--- src/rtl/io_port.sv ---
// Host-facing I/O peripheral: input and output FIFOs between host and core.
// Stalls the core when an I/O instruction cannot complete this cycle.
module io_port_fifo #(
  parameter int DEPTH = 4,
  parameter int WIDTH = 16
) (
  input  logic                     clock,
  input  logic                     rst,
  input  logic                     push,
  input  logic                     pop,
  input  logic [WIDTH-1:0]         wdata,
  output logic [WIDTH-1:0]         head,
  output logic [$clog2(DEPTH):0]   level
);
  localparam int AW = $clog2(DEPTH);
  localparam int LW = AW + 1;

  logic [WIDTH-1:0] mem [DEPTH];
  logic [AW-1:0]    wp;
  logic [AW-1:0]    rp;

  always_ff @(posedge clock or negedge rst) begin
    if (!rst) begin
      wp    <= '0;
      rp    <= '0;
      level <= '0;
    end else begin
      if (push) wp <= wp + AW'(1);
      if (pop)  rp <= rp + AW'(1);
      if (push && !pop)
        level <= level + LW'(1);
      else if (pop && !push)
        level <= level - LW'(1);
    end
  end

  // Storage is never reset; the head mux hides stale contents.
  always_ff @(posedge clock) begin
    if (push) mem[wp] <= wdata;
  end

  assign head = (level != '0) ? mem[rp] : '0;
endmodule

module io_port #(
  parameter int DEPTH = 4,
  parameter int WIDTH = 16
) (
  input  logic                   clock,
  input  logic                   rst,
  input  logic [WIDTH-1:0]       host_in_data,
  input  logic                   host_in_valid,
  output logic                   host_in_ready,
  output logic [WIDTH-1:0]       read_in,
  input  logic                   proc_rd,
  input  logic [WIDTH-1:0]       write_out,
  input  logic                   proc_wr,
  output logic                   proc_stall,
  output logic [WIDTH-1:0]       host_out_data,
  output logic                   host_out_valid,
  input  logic                   host_out_ready,
  output logic [$clog2(DEPTH):0] in_level,
  output logic [$clog2(DEPTH):0] out_level
);
  localparam int LW = $clog2(DEPTH) + 1;
  localparam logic [LW-1:0] FULL = LW'(DEPTH);

  logic in_push;
  logic in_pop;
  logic out_push;
  logic out_pop;
  logic in_empty;
  logic out_full;

  assign in_empty = (in_level == '0);
  assign out_full = (out_level == FULL);

  assign host_in_ready  = rst & (in_level != FULL);
  assign host_out_valid = (out_level != '0);

  // Either cause blocks both processor-side transfers.
  assign proc_stall = rst & ((proc_rd & in_empty) |
                             (proc_wr & out_full));

  assign in_push  = host_in_valid & host_in_ready;
  assign in_pop   = proc_rd & ~proc_stall & ~in_empty;
  assign out_push = proc_wr & ~proc_stall & ~out_full;
  assign out_pop  = host_out_valid & host_out_ready;

  io_port_fifo #(.DEPTH(DEPTH), .WIDTH(WIDTH)) u_in (
    .clock (clock),
    .rst   (rst),
    .push  (in_push),
    .pop   (in_pop),
    .wdata (host_in_data),
    .head  (read_in),
    .level (in_level)
  );

  io_port_fifo #(.DEPTH(DEPTH), .WIDTH(WIDTH)) u_out (
    .clock (clock),
    .rst   (rst),
    .push  (out_push),
    .pop   (out_pop),
    .wdata (write_out),
    .head  (host_out_data),
    .level (out_level)
  );
endmodule

--- config.mk ---
export PLATFORM = sky130hd
export DESIGN_NAME = io_port
export DESIGN_NICKNAME = d
export VERILOG_FILES = /design/src/rtl/io_port.sv
export SDC_FILE = /design/constraint.sdc
export NUM_CORES = 1
export LEC_CHECK = 0
export CORE_ASPECT_RATIO = 1.75
export CORE_MARGIN = 2
export CORE_UTILIZATION = 45
export DETAILED_ROUTE_END_ITERATION = 7
export GPL_ROUTABILITY_DRIVEN = 0
export PLACE_DENSITY = 0.64
export SYNTH_ARGS = -nofsm -noshare
export SYNTH_HDL_FRONTEND = slang
export SYNTH_SLANG_ARGS = --single-unit
--- constraint.sdc ---
create_clock -name clock -period 3.93 [get_ports clock]
set_clock_uncertainty 0.1 [all_clocks]
set_input_delay 0.9825 -clock clock [delete_from_list [all_inputs] [get_ports clock]]
set_output_delay 0.9825 -clock clock [all_outputs]
set_load 0.005 [all_outputs]
Yosys cells after proc, flatten, opt, wreduce, memory -nomap -nowiden
Memories as Yosys holds them, arrays and structs flattened.
Cells that the tools add are included.
- add/sub/neg operators: 8
- bitwise logic cells: 14
- eq/ne operators: 2
- multiplexer cells: 10
- reductions and logical operators: 13
- operators by type and width (operator ; number):
    $mux 16 ; 2
    $mux 3 ; 4
    $and 1x1->1 ; 10
    $add 2x1->2 const B ; 4
    $add 3x1->3 const B ; 2
    $reduce_bool 3->1 ; 2
    $sub 3x1->3 const B ; 2
    $logic_and 1x1->1 ; 4
    $logic_not 1->1 ; 4
    $mux 1 ; 4
    $reduce_bool 2->1 ; 2
    $eq 3x3->1 const B ; 1
    $logic_not 3->1 ; 1
    $ne 3x3->1 const B ; 1
    $not 1->1 ; 3
    $or 1x1->1 ; 1
- output and inout port bits: 41
- bits in writable memories: 128
- bits in registers: 14
- bits of input ports: 38
- memories kept: 2
- logic and storage cells: 55
- memory list (memory ; depth ; bits a word ; rd ports ; clocked after memory_dff ; write ports ; RTL line ; RTL):
    u_in.mem ; 4 ; 16 ; 1 ; 0 ; 1 ; 18 ; logic [WIDTH-1:0] mem [DEPTH];
    u_out.mem ; 4 ; 16 ; 1 ; 0 ; 1 ; 18 ;

Logic depth before layout (Yosys ltp)
Gate-level depths: netlist (run 1).
- depth in word-level cells: 11
- mapped depth: 9
- depth with buffers taken out: 8

By module
A second synthesis (run 1) with hierarchy kept.
- cell total of the unflattened synthesis: 281
- area, all modules: 5809.3 um^2
- modules (own cells, without submodules) (module ; cells an instance ; instances ; sequential area each (um^2) ; area each (um^2)):
    io_port_fifo ; 134 ; 2 ; 2097.0 ; 2851.5
    io_port ; 13 ; 1 ; 0.0 ; 106.4

Least setup slack after synthesis (run 1)
No wires, ideal clock.
- path type: input to register
- start point: input proc_wr
- end point: register u_in.level[2]
- slack: 1.210 ns
- library setup time: 0.080 ns
- data required time: 3.750 ns
- data arrival time: 2.540 ns
- stages on the path: 8
- path buffers: 0
- path through: nor4bb_1 -> a211o_1 -> ha_1 -> inv_1 -> fa_1 -> xor2_1 -> nor2_1 -> xnor2_1
- longest elaborated chain between the ends: 9
- elaborated cells on any way between the ends: 11
- classes of those cells: mux (1); bitwise (6); reduce/logical (4)
- ends and longest elaborated chain (what ; RTL line ; RTL):
    start, declared ; 57 ; input logic proc_wr,
    $and 1x1->1 (*) ; 83 ; (proc_wr & out_full));
    $or 1x1->1 (*) ; 82 ; assign proc_stall = rst & ((proc_rd & in_empty) |
    $and 1x1->1 (*) ; 82 ;
    $not 1->1 (*) ; 86 ; assign in_pop = proc_rd & ~proc_stall & ~in_empty;
    $and 1x1->1 (*) (2 in series) ; 86 ;
    $logic_not 1->1 ; 30 ; if (push && !pop)
    $logic_and 1x1->1 ; 30 ;
    $mux 3 / $reduce_bool 2->1 (equally long branches) ; n/a ;
    end signal, assigned ; 31 ; level <= level + LW'(1);
    end signal, assigned ; 33 ; level <= level - LW'(1);
    end, declared ; 13 ; output logic [$clog2(DEPTH):0] level
Mark *: on every way between the ends. The rest lies on a longest branch, timed or not.
A chain may end at the register's enable or synchronous reset.

Worst setup path in the final report (run 1)
- start point: input proc_wr
- end point: output proc_stall
- longest elaborated chain between the ends: 3
- ends and longest elaborated chain (what ; RTL line ; RTL):
    $and 1x1->1 ; 83 ;
    $or 1x1->1 ; 82 ;
    $and 1x1->1 ; 82 ;
    end, declared ; 58 ; output logic proc_stall,
Every way passes these cells.

==> results of run 1 <==
==> per-stage QoR <==
| step | cell area, um^2 | power [W] | std cells | hold slack (ps) | util |
|---|---|---|---|---|---|
| after floorplan | 5770 | 0.00318 | 279 | 401 | - |
| after global placement | 6780 | 0.00402 | 528 | 363 | 0.542 |
| after detailed placement | 6780 | 0.00406 | 528 | 372 | 0.542 |
| after CTS | 7370 | 0.00566 | 560 | 385 | 0.589 |
| after global routing | 7370 | 0.00588 | 560 | 413 | 0.589 |
| final | 7370 | 0.00557 | 560 | 379 | 0.589 |
==> final cells by class <==
| type | count | area [um^2] | area share |
|---|---|---|---|
| multi-input cells | 116 | 1450 | 0.196 |
| repair buffers | 93 | 893 | 0.121 |
| well taps | 168 | 210 | 0.0285 |
| clock inverters | 15 | 164 | 0.0222 |
| inverters | 9 | 33.8 | 0.00459 |
| flip-flops and latches | 142 | 4190 | 0.569 |
| clock buffers | 17 | 425 | 0.0577 |
==> final timing paths <==
check,start,to,slack (ps),depth (start not counted)
max in group asynchronous,rst,u_in.rp[1],2720,2
min reg2reg,u_out.rp[0],u_out.rp[0],380,1
min in group asynchronous,rst,u_out.level[2],850,2
min,u_out.rp[0],u_out.rp[0],380,1
max reg2reg,u_out.level[0],u_out.level[2],1280,8
max,proc_wr,proc_stall,290,5
==> report_power, final <==
group / switching [W] / internal, W / leakage [nW] / total [W]
clock: 0.000670 / 0.000903 / 0.288 / 0.00157
combinational: 0.000739 / 0.00114 / 0.945 / 0.00188
sequential: 0.000168 / 0.00195 / 1.33 / 0.00212
total: 0.00158 / 0.00399 / 2.56 / 0.00557
==> flip-flops by register name (all words and copies together), names as in the netlist <==
name / flops
u_in.mem: 64
u_out.mem: 64
u_in.level: 3
u_out.level: 3
u_in.rp: 2
u_in.wp: 2
u_out.rp: 2
u_out.wp: 2
==> metal layers <==
metal,share of wire,up-vias,track usage
li1,-,1302,-
met1,0.39,1441,0.187
met2,0.56,69,0.283
met3,0.041,10,0.0429
met4,0.010,0,0.0576
met5,0,-,0
==> cell families (layout without fill, tap and decap cells) <==
group / Yosys count / after routing
AO/OA/AOI/OAI: 6 / 6
XOR/XNOR: 12 / 12
adder cells (fa/ha/maj): 12 / 12
buffers and inverters: 21 / 134
flip-flops: 142 / 142
multiplexers: 36 / 36
AND/OR/NAND/NOR: 50 / 50
==> worst reg2reg max path, delay by kind of cell (launching register included) <==
family / cells / cell delay [ps]
adder cells (fa/ha/maj): 2 / 570
XOR/XNOR: 2 / 320
AND/OR/NAND/NOR: 3 / 1030
flip-flops: 1 / 490
buffers and inverters: 1 / 60
==> synth_stat cells (all sizes together) <==
master	n	area, um^2
nand3	1	5.00
mux4	32	751
nor3b	1	7.51
nand2	2	7.51
xor2	4	35.0
and2	24	150
fa	2	40.0
nor3	1	10.0
o31a	1	8.76
a211o	1	8.76
nor4bb	1	10.0
or3	1	6.26
o311a	1	10.0
inv	9	33.8
a21oi	1	5.00
buf	11	88.8
nor2	2	7.51
xnor2	8	70.1
edfxtp	128	3840
a211oi	1	7.51
ha	10	125
mux2	4	48.8
a311oi	1	26.3
nor2b	17	106
clkbuf	1	3.75
dfrtp	14	350
==> impl_results.md, run 1 <==
- Data arrival, critical path: 2550 ps
- Setup Crit Path Kind: in2out
- Post-Synth XOR/XNOR Area: 0.0182
- Worst slack at placement: 294 ps
- Die height: 154 um
- Final routed DRC violation total: 0
- CTS hold repair buffers: 0
- Final worst-path cycle share: 0.925
- Final setup margin: 294 ps
- Clock sinks: approximately 140
- IO Count: 79
- Synthesized cell area: 5770 um^2
- Post-route minimum period: between 3000 and 4000 ps
- Post-Synth Adder-Cell Area: 0.0286
- WL/cell: 18.5 um
- Root buffer cell: clkbuf_16
- Commonest non-fill, non-tap cell in the layout: edfxtp_1
- CP max stage cell: clkdlybuf4s50_1
- Fillers: 931
- LEAKAGE: 2.56 nW
- I/O Buffers: approximately 80
- Cell row count: 54
- Drt first pass iters: 4
- CP top delay family: buffers and inverters
- Routed Antenna Nets: 0
- Most common cell on crit path: clkdlybuf4s50_1
- Layout cells sized above 1: 0.196
- CP Launch Type: input port
- H-tree Lvls: 4
- Max frequency: 0.275 GHz
- Post-Syn Area per Cell: about 21 um^2
- Initial core utilization: 0.461
- Cells after Synth: 279
- Gr usage total: 0.162
- Largest net degree at the start of global routing: 21
- Detailed-route via count: 2822
- Max IR drop VDD: approximately 380 uV
- Critical path required time: between 2000 and 3000 ps
- NumNets Final: 429
- First-pass GRT wire length: 16200 um
- Register area share after synthesis: 0.727
- Status: completed
- Max-cap viol count: 0
- Crit path buf inv count: 2
- Simple-Gate Fraction of Synth Area: 0.0538
- Clk slew on worst S/H paths: 60 ps
- Setup TNS after final layout: 0 ps
- Relative slew slack: 0.479
- Pwr dens: roughly 760 nW/um^2
- Ys Warns: 0
- Die ar.: between 10000 and 15000 um^2
- Vias in the first global route: 3088
- CTS Buf Count: 17
- Layout area overhead: 27.8%
- Netlist cell types: 30
- Crit-path max FO: 2
- Core ar.: 12500 um^2
- Final setup violation count: 0
- Setup Fix Bufs, Post-CTS: 0
- Vias per std cell: 5.04
- Proportion of synthesized area in mux cells: 0.139
- Clk buf depth: 2
- Ant. Diodes: 0
- 1st-iter DRT viols: 157
- Slew @ Worst Pin: 782 ps
- Fin. max-slew vios: 0
- Final hold violations: 0
- CTS tree: built
- Die W: about 90 um
- Syn Nets: 329
- Clk_lat worst skew: 410 ps
- DP HPWL: around 6700 um
- Commonest cells after routing, fill and taps aside: edfxtp_1, clkdlybuf4s50_1, mux4_2, and2_1
- Crit-path cells: clkdlybuf4s50_1, nor4bb_1, a21oi_1, nor2b_1, clkdlybuf4s50_1
- Max incr delay on CP: 510 ps
- Largest family of logic cells by synthesized area: multiplexers
- #FFs+latches synth: ~140
- Initial antenna violation count: 0
- Post-Route WL: 10300 um
- Kind of end point of the critical path: output port
- Hold Crit Class: reg2reg
- Grt total ovfl: 0
- RSZ-0062 raised after global routing: false
- Compound-cell area share of the yosys netlist: 0.0115
- CTS resizes: 0
(Power assumes the default switching activity.)
==> run 2: changes to the inputs <==
--- a/config.mk
+++ b/config.mk
@@ -5,12 +5,15 @@
 export SDC_FILE = /design/constraint.sdc
 export NUM_CORES = 1
 export LEC_CHECK = 0
+export ABC_CLOCK_PERIOD_IN_PS = 3930
 export CORE_ASPECT_RATIO = 1.75
 export CORE_MARGIN = 2
 export CORE_UTILIZATION = 45
+export CTS_CLUSTER_DIAMETER = 40
 export DETAILED_ROUTE_END_ITERATION = 7
 export GPL_ROUTABILITY_DRIVEN = 0
 export PLACE_DENSITY = 0.64
 export SYNTH_ARGS = -nofsm -noshare
 export SYNTH_HDL_FRONTEND = slang
+export SYNTH_HIERARCHICAL = 1
 export SYNTH_SLANG_ARGS = --single-unit
==> run 2 against run 1 <==
Effect of this change: fmax increased by 2.4%; count of clock-buffer cells in the layout increased by 1; cell count increased by 1.8%; routed wire length decreased by 3.5%; hold slack improved by 55 ps; via count increased by 2.7%; final area increased by 0.95%; register-to-register slack improved by 220 ps; die area increased by 0.71%; critical path type is now reg2out; critical endpoint is now host_out_data[10].
==> impl_results.md, run 2 <==
- Status: completed (unchanged)
- Clock sinks: 142 (unchanged)
- Netlist cell types: 31 (was 30)
- Commonest cells after routing, fill and taps aside: edfxtp_1, clkdlybuf4s50_1, buf_4, and2b_1, clkbuf_16 (was edfxtp_1, clkdlybuf4s50_1, mux4_2, and2_1)
- Final cell count without fillers: 570 (was 560)
- Worst R2R Setup Slack: 1500 ps (was 1280 ps)
- Root buffer cell: clkbuf_16 (unchanged)
- Initial antenna violation count: 0 (unchanged)
- NumNets Final: 439 (was 429)
- Critical Path Source: u_out/rp[0] (was proc_wr)
- Commonest non-fill, non-tap cell in the layout: edfxtp_1 (unchanged)
- Grt total ovfl: 0 (unchanged)
- CTS tree: built (unchanged)
- Vias per std cell: 5.08 (was 5.04)
- Final non-filler cell area: 7440 um^2 (was 7370 um^2)
- CTS Buf Count: 17 (unchanged)
- Register area share after synthesis: 0.722 (was 0.727)
- LEAKAGE: 2.64 nW (was 2.56 nW)
- Synth async-reset ratio: 0.0986 (unchanged)
- Crit-path max FO: 10 (was 2)
- Final hold violations: 0 (unchanged)
- Core ar.: 12600 um^2 (was 12500 um^2)
- Setup Fix Bufs, Post-CTS: 0 (unchanged)
- Post-Route WL: 9980 um (was 10300 um)
- Ant. Diodes: 0 (unchanged)
- Cell taking the most area after synthesis: edfxtp_1 (unchanged)
- Vias in the first global route: 3185 (was 3088)
- H-tree Lvls: 4 (unchanged)
- Synthesized cell area: 5810 um^2 (was 5770 um^2)
- Post-Syn Area per Cell: 20.7 um^2 (about the same)
- Routed Antenna Nets: 0 (unchanged)
- Post-route minimum period: 3550 ps (was 3640 ps)
- Cell row count: 54 (unchanged)
- Clk buf depth: 2 (unchanged)
- Post-synth EDFFs: 128 (unchanged)
- Initial core utilization: 0.462 (was 0.461)
- Die W: 89.9 um (was 89.6 um)
- Die height: 154 um (about the same)
- Top cells by count, synth: edfxtp_1, and2b_1, mux4_1, mux4_2 (was edfxtp_1, and2_1, mux4_2, nor2b_1, dfrtp_1)
- Layout area overhead: 28.0% (was 27.8%)
- Final worst-path cycle share: 0.903 (was 0.925)
- Kind of end point of the critical path: output port (unchanged)
- DP Area: 6870 um^2 (was 6780 um^2)
- Hold Crit Class: reg2reg (unchanged)
- Critical path required time: 2850 ps (about the same)
- Post-Place Cells: 538 (was 528)
- WL/cell: 17.5 um (was 18.5 um)
- Top cells by area, synth: edfxtp_1, mux4_1, mux4_2 (was edfxtp_1, mux4_2, dfrtp_1)
- Data arrival, critical path: 2470 ps (was 2550 ps)
- Clk slew on worst S/H paths: 60 ps (about the same)
- Final setup violation count: 0 (unchanged)
- #FFs+latches synth: 142 (unchanged)
- Max IR drop VDD: 402 uV (was 381 uV)
- Regs by FF count: u_in/mem (64), u_out/mem (64) (was u_in.mem (64), u_out.mem (64))
- Final routed DRC violation total: 0 (unchanged)
- Cells after Synth: 281 (was 279)
- DP HPWL: 6820 um (was 6700 um)
- Tot Pwr: 0.00549 W (was 0.00557 W)
- First-pass GRT wire length: 16600 um (was 16200 um)
- Max frequency: 0.282 GHz (was 0.275 GHz)
- Detailed-route via count: 2897 (was 2822)
- IO Count: 79 (unchanged)
- Die ar.: 13900 um^2 (was 13800 um^2)
- Synth Flop Type: edfxtp_1 (unchanged)
- 1st-iter DRT viols: 139 (was 157)
- Pwr dens: 738 nW/um^2 (was 756 nW/um^2)
- RR Endpoint: u_out/level[2] (was u_out.level[2])
- Critical Path End: host_out_data[10] (was proc_stall)
- Max-cap viol count: 0 (unchanged)
- CTS hold repair buffers: 0 (unchanged)
- Relative slew slack: 0.486 (was 0.479)
- CP Launch Type: flop (was input port)
- Ys Warns: 6 (was 0)
- Setup TNS after final layout: 0 ps (unchanged)
- Clk_lat worst skew: 410 ps (about the same)
- Fin. max-slew vios: 0 (unchanged)
- Setup Crit Path Kind: reg2out (was in2out)
- Reg-to-reg startpoint: u_in/level[0] (was u_out.level[0])
- CTS resizes: 0 (unchanged)
- Slew @ Worst Pin: 771 ps (was 782 ps)
- Synth top area share: 0.662 (was 0.667)
- Most frequent cell after synthesis: edfxtp_1 (unchanged)
- Drt first pass iters: 4 (unchanged)
- Syn Nets: 331 (was 329)
- I/O Buffers: 78 (unchanged)
- Gr usage total: 0.158 (was 0.162)
- RSZ-0062 raised after global routing: false (unchanged)
- Worst r2r path cells: 9 (was 8)
- Largest net degree at the start of global routing: 19 (was 21)
- Layout cells sized above 1: 0.182 (was 0.196)
run 2: through the flow:
stage / hold slack, ps / utilization / worst slack [ps]
2_1_floorplan: 394 / - / 934
3_3_place_gp: 417 / 0.547 / 512
3_5_place_dp: 424 / 0.547 / 498
4_1_cts: 436 / 0.592 / 292
5_1_grt: 467 / 0.592 / 226
6_report: 435 / 0.592 / 381
run 2: critical path, cell delays in order (launching register included):
cell and delay [ps]:
dfrtp_1 630, buf_4 320, mux4_2 510, and2b_1 160, clkdlybuf4s50_1 440
run 2: cells by family after synthesis:
group                      Yosys count  synth area share
and+or+nand+nor                     53            0.0614
xor gates and xnor gates            12            0.0181
AOI/OAI and AO/OA                    8           0.00991
DFF                                142             0.722
adders and majority gates           12            0.0284
buffers and inverters               20            0.0220
muxes                               34             0.138
run 2: where the power goes:
group / internal [W] / switching (W)
combinational: 0.00115 / 0.000671
sequential: 0.00194 / 0.000230
clock: 0.000880 / 0.000613
run 2: worst min-delay path by stage:
stage                           start     endpoint  cells past startpoint
after floorplan            u_in/wp[0]   u_in/wp[0]                      1
after global placement     u_in/wp[0]   u_in/wp[0]                      1
after detailed placement   u_in/wp[0]   u_in/wp[0]                      1
after CTS                 u_out/wp[0]  u_out/wp[0]                      1
after global routing       u_in/wp[0]   u_in/wp[0]                      1
final                      u_in/wp[0]   u_in/wp[0]                      1
run 2: cell type report:
type / count / area [um^2]
Clock buffer: 18 / 429
Clock inverter: 14 / 135
Fill cell: 991 / 5130
Inverter: 10 / 37.5
Multi-Input combinational cell: 119 / 1490
Sequential cell: 142 / 4190
Tap cell: 168 / 210
Timing Repair Buffer: 99 / 938
run 2: metal layers:
metal | track usage | vias up | part of all wire
li1 | - | 1328 | -
met1 | 0.179 | 1481 | 0.39
met2 | 0.287 | 75 | 0.55
met3 | 0.0356 | 13 | 0.040
met4 | 0.0659 | 0 | 0.015
met5 | 0 | - | 0
==> run 3: changes to the inputs <==
--- a/config.mk
+++ b/config.mk
@@ -6,6 +6,7 @@
 export NUM_CORES = 1
 export LEC_CHECK = 0
 export ABC_CLOCK_PERIOD_IN_PS = 3930
+export CAP_MARGIN = 20
 export CORE_ASPECT_RATIO = 1.75
 export CORE_MARGIN = 2
 export CORE_UTILIZATION = 45
==> results of run 3 <==
Same layout as run 2: the final DEF is identical, and so are final timing and power.
